===== config.mk =====
export PLATFORM = sky130hd
export DESIGN_NAME = imem_refill
export DESIGN_NICKNAME = d
export VERILOG_FILES = /design/src/rtl/imem_refill_pkg.sv /design/src/rtl/imem_refill_pfb.sv /design/src/rtl/imem_refill.sv
export SDC_FILE = /design/constraint.sdc
export NUM_CORES = 1
export LEC_CHECK = 0
export ABC_AREA = 1
export BUFFER_PORTS_ARGS = -buffer_cell sky130_fd_sc_hd__buf_4
export CORE_ASPECT_RATIO = 0.8
export CORE_MARGIN = 2
export CORE_UTILIZATION = 40
export CTS_CLUSTER_DIAMETER = 200
export DETAILED_ROUTE_END_ITERATION = 10
export PLACE_DENSITY_LB_ADDON = 0.15
export SETUP_SLACK_MARGIN = 0.05
export SYNTH_ARGS = -nofsm -noshare
export SYNTH_HDL_FRONTEND = slang
export SYNTH_SLANG_ARGS = --single-unit

===== constraint.sdc =====
create_clock -name clk -period 3.49 [get_ports clk]
set_clock_uncertainty 0.15 [all_clocks]
set_input_delay 0.349 -clock clk [delete_from_list [all_inputs] [get_ports clk]]
set_output_delay 0.349 -clock clk [all_outputs]
set_load 0.1 [all_outputs]

===== src/rtl/imem_refill_pkg.sv =====
// Shared definitions for the I-cache line refill engine.
// Holds the default line/bus/block-address widths, the beat-offset width helper and the
// refill FSM state encoding. Optional macro IMEM_REFILL_PREFETCH_EN adds the S_PF state.
package imem_refill_pkg;

  localparam int unsigned ADDR_W      = 64;
  localparam int unsigned LINE_W_DEF  = 256;
  localparam int unsigned BUS_W_DEF   = 64;
  localparam int unsigned BLK_LEN_DEF = 59;

  // Beat counter width; a single-beat line still gets a 1-bit counter that never leaves 0.
  function automatic int unsigned cnt_width(input int unsigned beats);
    return (beats > 1) ? $clog2(beats) : 1;
  endfunction

`ifdef IMEM_REFILL_PREFETCH_EN
  typedef enum logic [2:0] {S_IDLE, S_BEAT, S_DONE, S_DRAIN, S_PF} state_e;
`else
  typedef enum logic [1:0] {S_IDLE, S_BEAT, S_DONE, S_DRAIN} state_e;
`endif

endpackage


===== src/rtl/imem_refill_pfb.sv =====
// Next-line prefetch buffer: one line of data with its block tag and a valid bit.
// Ports:
//   clk, rst_n   clock, synchronous active-low reset
//   load         capture load_tag/load_line and mark valid
//   clr          invalidate (wins over load)
//   lookup_addr  block address compared against the stored tag
//   hit          valid && tag == lookup_addr
//   line         buffered line data
module imem_refill_pfb
  import imem_refill_pkg::*;
#(
  parameter int unsigned LINE_W  = LINE_W_DEF,
  parameter int unsigned BLK_LEN = BLK_LEN_DEF
) (
  input  logic               clk,
  input  logic               rst_n,
  input  logic               load,
  input  logic               clr,
  input  logic [BLK_LEN-1:0] load_tag,
  input  logic [LINE_W-1:0]  load_line,
  input  logic [BLK_LEN-1:0] lookup_addr,
  output logic               hit,
  output logic [LINE_W-1:0]  line
);

  logic               valid_q;
  logic [BLK_LEN-1:0] tag_q;
  logic [LINE_W-1:0]  line_q;

  always_ff @(posedge clk) begin
    if (!rst_n) begin
      valid_q <= 1'b0;
      tag_q   <= '0;
      line_q  <= '0;
    end else if (clr) begin
      valid_q <= 1'b0;
    end else if (load) begin
      valid_q <= 1'b1;
      tag_q   <= load_tag;
      line_q  <= load_line;
    end
  end

  assign hit  = valid_q && (tag_q == lookup_addr);
  assign line = line_q;

endmodule


===== src/rtl/imem_refill.sv =====
// I-cache line refill engine. Takes a level-held line-miss request, issues BEATS sequential
// beat reads on the memory bus, assembles them little-endian and returns the line with a
// one-cycle b_dv_i pulse.
// Ports:
//   clk, rst_n          clock, synchronous active-low reset
//   b_addr_i, b_rd_i    line block address and request (held until b_dv_i)
//   b_data_i, b_dv_i    assembled line and its one-cycle valid (outputs)
//   fence_i             instruction fence; drops prefetch state only
//   m_addr, m_req       beat byte address and read request
//   m_ack, m_rdata      beat accept with same-cycle read data
// Optional macro IMEM_REFILL_PREFETCH_EN: after a delivered line, prefetch the next block
// into a one-line buffer (imem_refill_pfb).
module imem_refill
  import imem_refill_pkg::*;
#(
  parameter int unsigned LINE_W  = LINE_W_DEF,
  parameter int unsigned BUS_W   = BUS_W_DEF,
  parameter int unsigned BLK_LEN = BLK_LEN_DEF
) (
  input  logic               clk,
  input  logic               rst_n,
  input  logic [BLK_LEN-1:0] b_addr_i,
  input  logic               b_rd_i,
  output logic [LINE_W-1:0]  b_data_i,
  output logic               b_dv_i,
  input  logic               fence_i,
  output logic [ADDR_W-1:0]  m_addr,
  output logic               m_req,
  input  logic               m_ack,
  input  logic [BUS_W-1:0]   m_rdata
);

  localparam int unsigned BEATS   = LINE_W / BUS_W;
  localparam int unsigned CNT_W   = cnt_width(BEATS);
  localparam int unsigned BYTE_SH = $clog2(BUS_W / 8);
  localparam int unsigned LINE_SH = $clog2(LINE_W / 8);

  state_e             state_q, state_d;
  logic [BLK_LEN-1:0] blk_q, blk_d;
  logic [CNT_W-1:0]   cnt_q, cnt_d;
  logic [LINE_W-1:0]  line_q, line_d;
  logic               last_beat;

  assign last_beat = (cnt_q == CNT_W'(BEATS - 1));

`ifdef IMEM_REFILL_PREFETCH_EN
  logic               pf_load, pf_clr, pf_hit;
  logic [LINE_W-1:0]  pf_line;
  // Armed after each delivered line: next block still to be prefetched.
  logic               pf_pend_q, pf_pend_d;
  logic [BLK_LEN-1:0] pf_next_q, pf_next_d;

  imem_refill_pfb #(
    .LINE_W (LINE_W),
    .BLK_LEN(BLK_LEN)
  ) u_pfb (
    .clk        (clk),
    .rst_n      (rst_n),
    .load       (pf_load),
    .clr        (pf_clr),
    .load_tag   (blk_q),
    .load_line  (line_d),
    .lookup_addr(b_addr_i),
    .hit        (pf_hit),
    .line       (pf_line)
  );
`else
  logic unused_fence;
  assign unused_fence = fence_i;
`endif

  always_ff @(posedge clk) begin
    if (!rst_n) begin
      state_q <= S_IDLE;
      blk_q   <= '0;
      cnt_q   <= '0;
      line_q  <= '0;
`ifdef IMEM_REFILL_PREFETCH_EN
      pf_pend_q <= 1'b0;
      pf_next_q <= '0;
`endif
    end else begin
      state_q <= state_d;
      blk_q   <= blk_d;
      cnt_q   <= cnt_d;
      line_q  <= line_d;
`ifdef IMEM_REFILL_PREFETCH_EN
      pf_pend_q <= pf_pend_d;
      pf_next_q <= pf_next_d;
`endif
    end
  end

  always_comb begin
    state_d = state_q;
    blk_d   = blk_q;
    cnt_d   = cnt_q;
    line_d  = line_q;
`ifdef IMEM_REFILL_PREFETCH_EN
    pf_load   = 1'b0;
    pf_clr    = 1'b0;
    pf_pend_d = pf_pend_q;
    pf_next_d = pf_next_q;
`endif
    unique case (state_q)
      S_IDLE: begin
        if (b_rd_i) begin
          blk_d = b_addr_i;
          cnt_d = '0;
`ifdef IMEM_REFILL_PREFETCH_EN
          pf_pend_d = 1'b0;
          if (pf_hit && !fence_i) begin
            line_d  = pf_line;
            pf_clr  = 1'b1;
            state_d = S_DONE;
          end else begin
            state_d = S_BEAT;
          end
        end else if (pf_pend_q && !fence_i) begin
          // Buffer is about to be overwritten, so drop its old contents now.
          blk_d     = pf_next_q;
          cnt_d     = '0;
          pf_pend_d = 1'b0;
          pf_clr    = 1'b1;
          state_d   = S_PF;
`else
          state_d = S_BEAT;
`endif
        end
      end
      S_BEAT: begin
        if (!b_rd_i) begin
          // Abort: a beat accepted this cycle needs no drain.
          state_d = m_ack ? S_IDLE : S_DRAIN;
        end else if (m_ack) begin
          line_d[cnt_q*BUS_W +: BUS_W] = m_rdata;
          cnt_d = last_beat ? '0 : cnt_q + CNT_W'(1);
          if (last_beat) state_d = S_DONE;
        end
      end
      S_DONE: begin
        state_d = S_IDLE;
`ifdef IMEM_REFILL_PREFETCH_EN
        pf_pend_d = 1'b1;
        pf_next_d = blk_q + BLK_LEN'(1);
`endif
      end
      S_DRAIN: begin
        if (m_ack) state_d = S_IDLE;
      end
`ifdef IMEM_REFILL_PREFETCH_EN
      S_PF: begin
        if (fence_i || (b_rd_i && (b_addr_i != blk_q))) begin
          state_d = m_ack ? S_IDLE : S_DRAIN;
        end else begin
          if (m_ack) begin
            line_d[cnt_q*BUS_W +: BUS_W] = m_rdata;
            cnt_d = last_beat ? '0 : cnt_q + CNT_W'(1);
          end
          if (m_ack && last_beat) begin
            if (b_rd_i) begin
              state_d = S_DONE;
            end else begin
              pf_load = 1'b1;
              state_d = S_IDLE;
            end
          end else if (b_rd_i) begin
            // Demand for the block being prefetched: keep going as a demand refill.
            state_d = S_BEAT;
          end
        end
      end
`endif
      default: state_d = S_IDLE;
    endcase
`ifdef IMEM_REFILL_PREFETCH_EN
    if (fence_i) begin
      pf_clr    = 1'b1;
      pf_load   = 1'b0;
      pf_pend_d = 1'b0;
    end
`endif
  end

`ifdef IMEM_REFILL_PREFETCH_EN
  assign m_req = (state_q == S_BEAT) || (state_q == S_DRAIN) || (state_q == S_PF);
`else
  assign m_req = (state_q == S_BEAT) || (state_q == S_DRAIN);
`endif

  assign m_addr   = m_req ? (ADDR_W'({blk_q, {LINE_SH{1'b0}}}) | (ADDR_W'(cnt_q) << BYTE_SH))
                          : '0;
  assign b_dv_i   = (state_q == S_DONE);
  assign b_data_i = b_dv_i ? line_q : '0;

endmodule


==> reports/metrics.cfg, run 1 <==
[timing]
drv_slew=0
worst_slack_ps=267
worst_pin_slew_ps=1100
rsz0062_at_grt=false
hold_violations=0
max_clock_freq_mhz=310
timing.final.crit_share=0.923
post-route-min-period_ps=3220
setup_viol=0
slew_headroom=0.269

[power_and_ir_drop]
p_switching_mw=2.63
power_mw=9.11
p_seq_frac=0.418
p_int_mw=6.48
power_per_cell_area_nw_per_um2=418
clkPwrFrac=0.432
combPwrFrac=0.149
leakage_nw=10.4
swShare=0.289
ir_drop_uv=336

[synthesis]
syn_area_per_cell_um2=5.86
postSynthCellCount=2794
synth_seq_cells=319
synthTopCellsByArea=dfxtp_1, nand2_1, nor2_1, inv_1, nand3_1
yosys_warnings=0
ys_seq_area_frac=0.390
ys_types=24
yosysTopAreaCellShare=0.390
synth_area_leader_cell=dfxtp_1
synth_area_um2=16400

[floorplan]
core_area_um2=40500
die-width_um=230
io_pins=450
rows=66
dieHeight_um=185
die_area_um2=42500
start_util=0.404

[cts]
htree_levels=2
clockBufferDepth=3
cts_tree=built
postCtsSetupBuffers=0
path_clk_slew_ps=60
ctsHoldBuffers=61
ctsResizeCount=0
numCtsBuffers=37
root_buffer=clkbuf_16
clk-insertion-delay-late_ps=530
cts_sinks=319

[layout]
drive_gt1_frac=0.182
mostFrequentLayoutCells=nand2_1, nor2_1, buf_4
final_common_cell=nand2_1
areaGrowthSynthToFinish_pct=33.2
instances_no_fill=3762
antenna_cells=0
nNetsFinal=3324

[critical_path]
worst_path_max_delay_cell=inv_8
rrSetupSlack_ps=550
reg2reg_depth=11
worstSetupPathType=reg -> out
crit_cells=6
worstReg2RegEnd=line_q[73]
worstPathArrival_ps=2720
cp_max_fo=172
cp-end-kind=output port
path_buf_inv=4
r2r-start=cnt_q[0]
cpPeakStageDelay_ps=700
worstPathRequired_ps=2990
crit_path_frequent_cell=buf_4
crit_chain=inv_2 > nor2_2 > inv_8 > buf_4 > nor2_1 > buf_4
worstSetupStartpointType=register
crit_family=buffers and inverters

[route]
routed_wl_um=56600
wl_per_cell_um=15.0
viasPerCell=4.74
drt_iter0_drc=1253
drtPass1Iterations=6
route.vias.total=17800
ant_nets=0
drc=0

[placed_design]
place_inst=3634
place_ws_ps=610
numPortBuffers=445
place.gp.congestion=0.861
dp_hpwl_um=36700

[global_route]
antenna_found_initial=0
grt_pass1_wl_um=88400
overflow=0
first_global_vias=16800
grt_max_degree=173
track_usage=0.257

[worst_hold_path]
hold_end=line_q[34]
min_path_type=in -> reg
worstHoldStart=m_rdata[34]
worstHoldPathCells=5

[outcome]
outcome=completed

[flow_run]
maxCapViolations=0

-- how the worst max path moves through the flow --
| stage | slack [ps] | startpoint | to |
|---|---|---|---|
| after floorplan | -160 | state_q[0] | b_data_i[100] |
| after global placement | 620 | cnt_q[0] | line_q[51] |
| after detailed placement | 610 | cnt_q[0] | line_q[53] |
| after CTS | 260 | state_q[1] | b_data_i[144] |
| after global routing | 130 | state_q[1] | b_data_i[140] |
| final | 270 | state_q[1] | b_data_i[140] |
-- cells in the mapped netlist --
cell type,instances
a21oi_1,5
a31oi_1,1
buf_1,7
buf_2,74
buf_4,3
buf_6,24
clkbuf_1,77
clkbuf_2,2
clkinv_1,1
conb_1,1
dfxtp_1,319
ha_1,6
inv_1,330
inv_2,3
nand2_1,1032
nand2_2,4
nand3_1,130
nand3_4,1
nand4_1,1
nor2_1,702
nor2_2,5
nor2_4,5
nor3_4,2
o21ai_0,59
-- per-stage QoR --
| stage | hold slack, ps | area [µm²] | utilization | setup TNS [ps] |
|---|---|---|---|---|
| floorplan | 326 | 16400 | - | -37710 |
| global placement | 344 | 19900 | 0.493 | 0 |
| detailed placement | 348 | 19900 | 0.493 | 0 |
| CTS | 2.15 | 21800 | 0.538 | 0 |
| global route | 27.4 | 21800 | 0.538 | 0 |
| finish | 23.0 | 21800 | 0.538 | 0 |
-- metal layers --
metal / track usage / part of all wire / wire, µm
met1: 0.336 / 0.44 / 25100
met2: 0.427 / 0.46 / 26000
met3: 0.0457 / 0.067 / 3770
met4: 0.0929 / 0.032 / 1800
met5: 0 / 0 / 0
-- logic make-up (layout without fill, tap and decap cells) --
family / after synthesis / after routing / synth area share
and+or+nand+nor: 1882 / 1882 / 0.448
AOI/OAI and AO/OA: 65 / 65 / 0.0200
adders and majority gates: 6 / 6 / 0.00459
buffers and inverters: 521 / 943 / 0.137
other: 1 / 3 / 0.000229
DFF: 319 / 319 / 0.390
-- flip-flops by register name (all words and copies together) (netlist names) --
name	count
blk_q	59
state_q	2
line_q	256
cnt_q	2
-- power groups by stage --
stage	sequential, mW	combinational (mW)	clock, mW
CTS	3.81	1.35	4.02
global route	3.82	1.47	4.17
finish	3.81	1.36	3.94
floorplan	3.88	0.899	0
global placement	3.89	1.28	0
detailed placement	3.89	1.29	0
-- final cells by class --
class                           instances  area, µm²
Inverter                              334       1270
Clock buffer                           53       1130
Timing Repair Buffer                  542       4410
Fill cell                            4145      18700
Tap cell                              544        681
Clock inverter                         14        110
Multi-Input combinational cell       1956       7800
Sequential cell                       319       6390
-- worst register-to-register path: stages, from the launching register on --
cell and delay (ps):
dfxtp_1 590, inv_2 120, buf_4 280, ha_1 290, inv_4 330, buf_12 370, nand2_1 240, nor2_1 200
nand2_1 80, nand2_1 80, nand2_1 50, nor2_1 70
(Power assumes the default switching activity.)
==> run 2, diff against run 1 <==
Settings changed: ABC_AREA 1 to unset.
==> reports/metrics.cfg, run 2 <==
[outcome]
outcome=completed

[synthesis]
synth_edf_count=0  ; unchanged
synthArstFlopShare=0  ; unchanged
synthTopCellsByArea=dfxtp_1, mux2i_1, and2_1, nand2_1, nand3_1
ys.flop_type=dfxtp_1
synthTopCellsByCount=nand2_1, dfxtp_1, and2_1, mux2i_1, nand3_1
synth_seq_cells=319  ; unchanged
yosysTopAreaCellShare=0.425  ; +0.0352
ys_seq_area_frac=0.425  ; +0.0352
ys_types=27  ; +13%
synth_area_leader_cell=dfxtp_1
postSynthCellCount=1789  ; -36%
yosysMostFrequentCell=nand2_1
yosys_warnings=0  ; unchanged
synth_area_um2=15000  ; -8.3%
syn_area_per_cell_um2=8.39  ; +43%

[cts]
cts_tree=built
numCtsBuffers=36  ; -2.7%
clk-insertion-delay-late_ps=530  ; about the same
ctsResizeCount=0  ; unchanged
cts_sinks=319  ; unchanged
path_clk_slew_ps=60  ; about the same
root_buffer=clkbuf_16
htree_levels=2  ; unchanged
clockBufferDepth=3  ; unchanged

[critical_path]
worstSetupStartpointType=register
worstSetupPathType=reg -> out
rrSetupSlack_ps=860  ; +310 ps
cp_max_fo=104  ; -40%
cp-end-kind=output port
worstPathRequired_ps=2990  ; about the same
worstPathArrival_ps=2570  ; -150 ps

[floorplan]
start_util=0.405  ; +0.000773
io_pins=450  ; unchanged
rows=63  ; -4.5%
die-width_um=221  ; -4.1%
die_area_um2=39100  ; -8.1%
core_area_um2=37000  ; -8.4%
dieHeight_um=177  ; -4.1%

[placed_design]
place_ws_ps=868  ; +258 ps
numPortBuffers=445  ; unchanged
dp_hpwl_um=30300  ; -17%
place.gp.congestion=0.781  ; -9.4%

[layout]
regMostFlops=line_q
final_common_cell=buf_4
reg.largest.list=line_q (256), blk_q (59)
fill_cells=3341  ; -19%
largest_register_ffs=256  ; unchanged
antenna_cells=0  ; unchanged
areaGrowthSynthToFinish_pct=39.5
mostFrequentLayoutCells=buf_4, nand2_1, dfxtp_1
drive_gt1_frac=0.237  ; +0.0553
multiInputGateArea_um2=7880  ; +1.0%
nNetsFinal=2387  ; -28%
register_area_um2=6390  ; unchanged

[power_and_ir_drop]
swShare=0.253  ; -0.0356
ir_drop_uv=316  ; -6.0%
power_per_cell_area_nw_per_um2=402  ; -3.7%
leakage_nw=10.2  ; -1.9%
p_int_mw=6.30  ; -2.9%
clkPwrFrac=0.457  ; +0.025
p_seq_frac=0.443  ; +0.025
p_switching_mw=2.13  ; -19%
combPwrFrac=0.100  ; -0.049

[route]
route.vias.total=13800  ; -23%
drc=0  ; unchanged
viasPerCell=4.99  ; +5.1%
ant_nets=0  ; unchanged
wl_per_cell_um=17.5  ; +16%
drt_iter0_drc=896  ; -28%
routed_wl_um=48300  ; -15%
drtPass1Iterations=4  ; -2

[worst_hold_path]
min_path_type=in -> reg

[timing]
worst_slack_ps=421  ; +154 ps
post-route-min-period_ps=3070  ; -154 ps
max_clock_freq_mhz=326  ; +5.0%
finalSetupTns_ps=0  ; unchanged
rsz0062_at_grt=false
timing.final.crit_share=0.879  ; -0.0441
drv_slew=0  ; unchanged
hold_violations=0  ; unchanged
worst_pin_slew_ps=1160  ; +63.2 ps
setup_viol=0  ; unchanged
slew_headroom=0.227  ; -0.0422

[global_route]
grt_max_degree=154  ; -11%
grt_pass1_wl_um=74100  ; -16%
first_global_vias=13400  ; -20%
antenna_found_initial=0  ; unchanged
track_usage=0.238  ; -0.0191
overflow=0  ; unchanged

[flow_run]
maxCapViolations=0  ; unchanged

[run 2: logic make-up (layout without fill, tap and decap cells)]
group / Yosys count / after routing / share of synthesized area
other: 1 / 3 / 0.000250
AOI/OAI and AO/OA: 64 / 64 / 0.0213
and+or+nand+nor: 971 / 971 / 0.324
DFF: 319 / 319 / 0.425
buffers and inverters: 171 / 658 / 0.0530
adders and majority gates: 6 / 6 / 0.00500
muxes: 257 / 257 / 0.171
[run 2: worst max-delay path: stages (launching register included)]
cell and delay [ps]:
dfxtp_1 480, nor2b_4 240, buf_4 640, and2_1 280
buf_4 310
[run 2: layer usage]
layer	global-route usage	vias to the layer above	wire [µm]
met4	0.0717	0	1120
met3	0.0540	67	3030
met5	0	-	0
met2	0.386	370	22400
met1	0.316	6565	21800
li1	-	6783	-
[run 2: through the flow]
stage | util | power [mW] | hold slack [ps] | area (µm²) | cells
2_1_floorplan | - | 4.26 | 282 | 15000 | 1791
3_3_place_gp | 0.500 | 4.53 | 288 | 18500 | 2578
3_5_place_dp | 0.500 | 4.54 | 292 | 18500 | 2578
4_1_cts | 0.565 | 8.51 | 78.9 | 20900 | 2765
5_1_grt | 0.565 | 8.73 | 117 | 20900 | 2765
6_report | 0.565 | 8.43 | 108 | 20900 | 2765
[run 2: cell type report]
cell class / count / area share
multi-input cells: 1301 / 0.376
repair buffers: 592 / 0.232
flip-flops and latches: 319 / 0.305
clock buffers: 50 / 0.0508
well taps: 487 / 0.0291
clock inverters: 13 / 0.00598
inverters: 3 / 0.000538
[run 2: worst paths after layout]
kind | cells after the start | startpoint | to
worst min-delay path | 3 | rst_n | line_q[108]
worst min register to register | 2 | blk_q[22] | blk_q[22]
worst max-delay path | 4 | state_q[1] | b_data_i[85]
worst max register to register | 6 | cnt_q[0] | line_q[38]
[run 2: repair_timing]
item / 4_1_cts / 5_1_grt
hold endpoints to repair: 315 / 0
hold buffers: 124 / 0
setup buffers: 0 / 0
[run 2: power by group through the flow]
| stage | combinational, mW | clock, mW | sequential [mW] |
|---|---|---|---|
| 6_report | 0.846 | 3.85 | 3.73 |
| 5_1_grt | 0.905 | 4.09 | 3.74 |
| 4_1_cts | 0.845 | 3.93 | 3.73 |
| 3_5_place_dp | 0.729 | 0 | 3.81 |
| 3_3_place_gp | 0.721 | 0 | 3.81 |
| 2_1_floorplan | 0.459 | 0 | 3.80 |
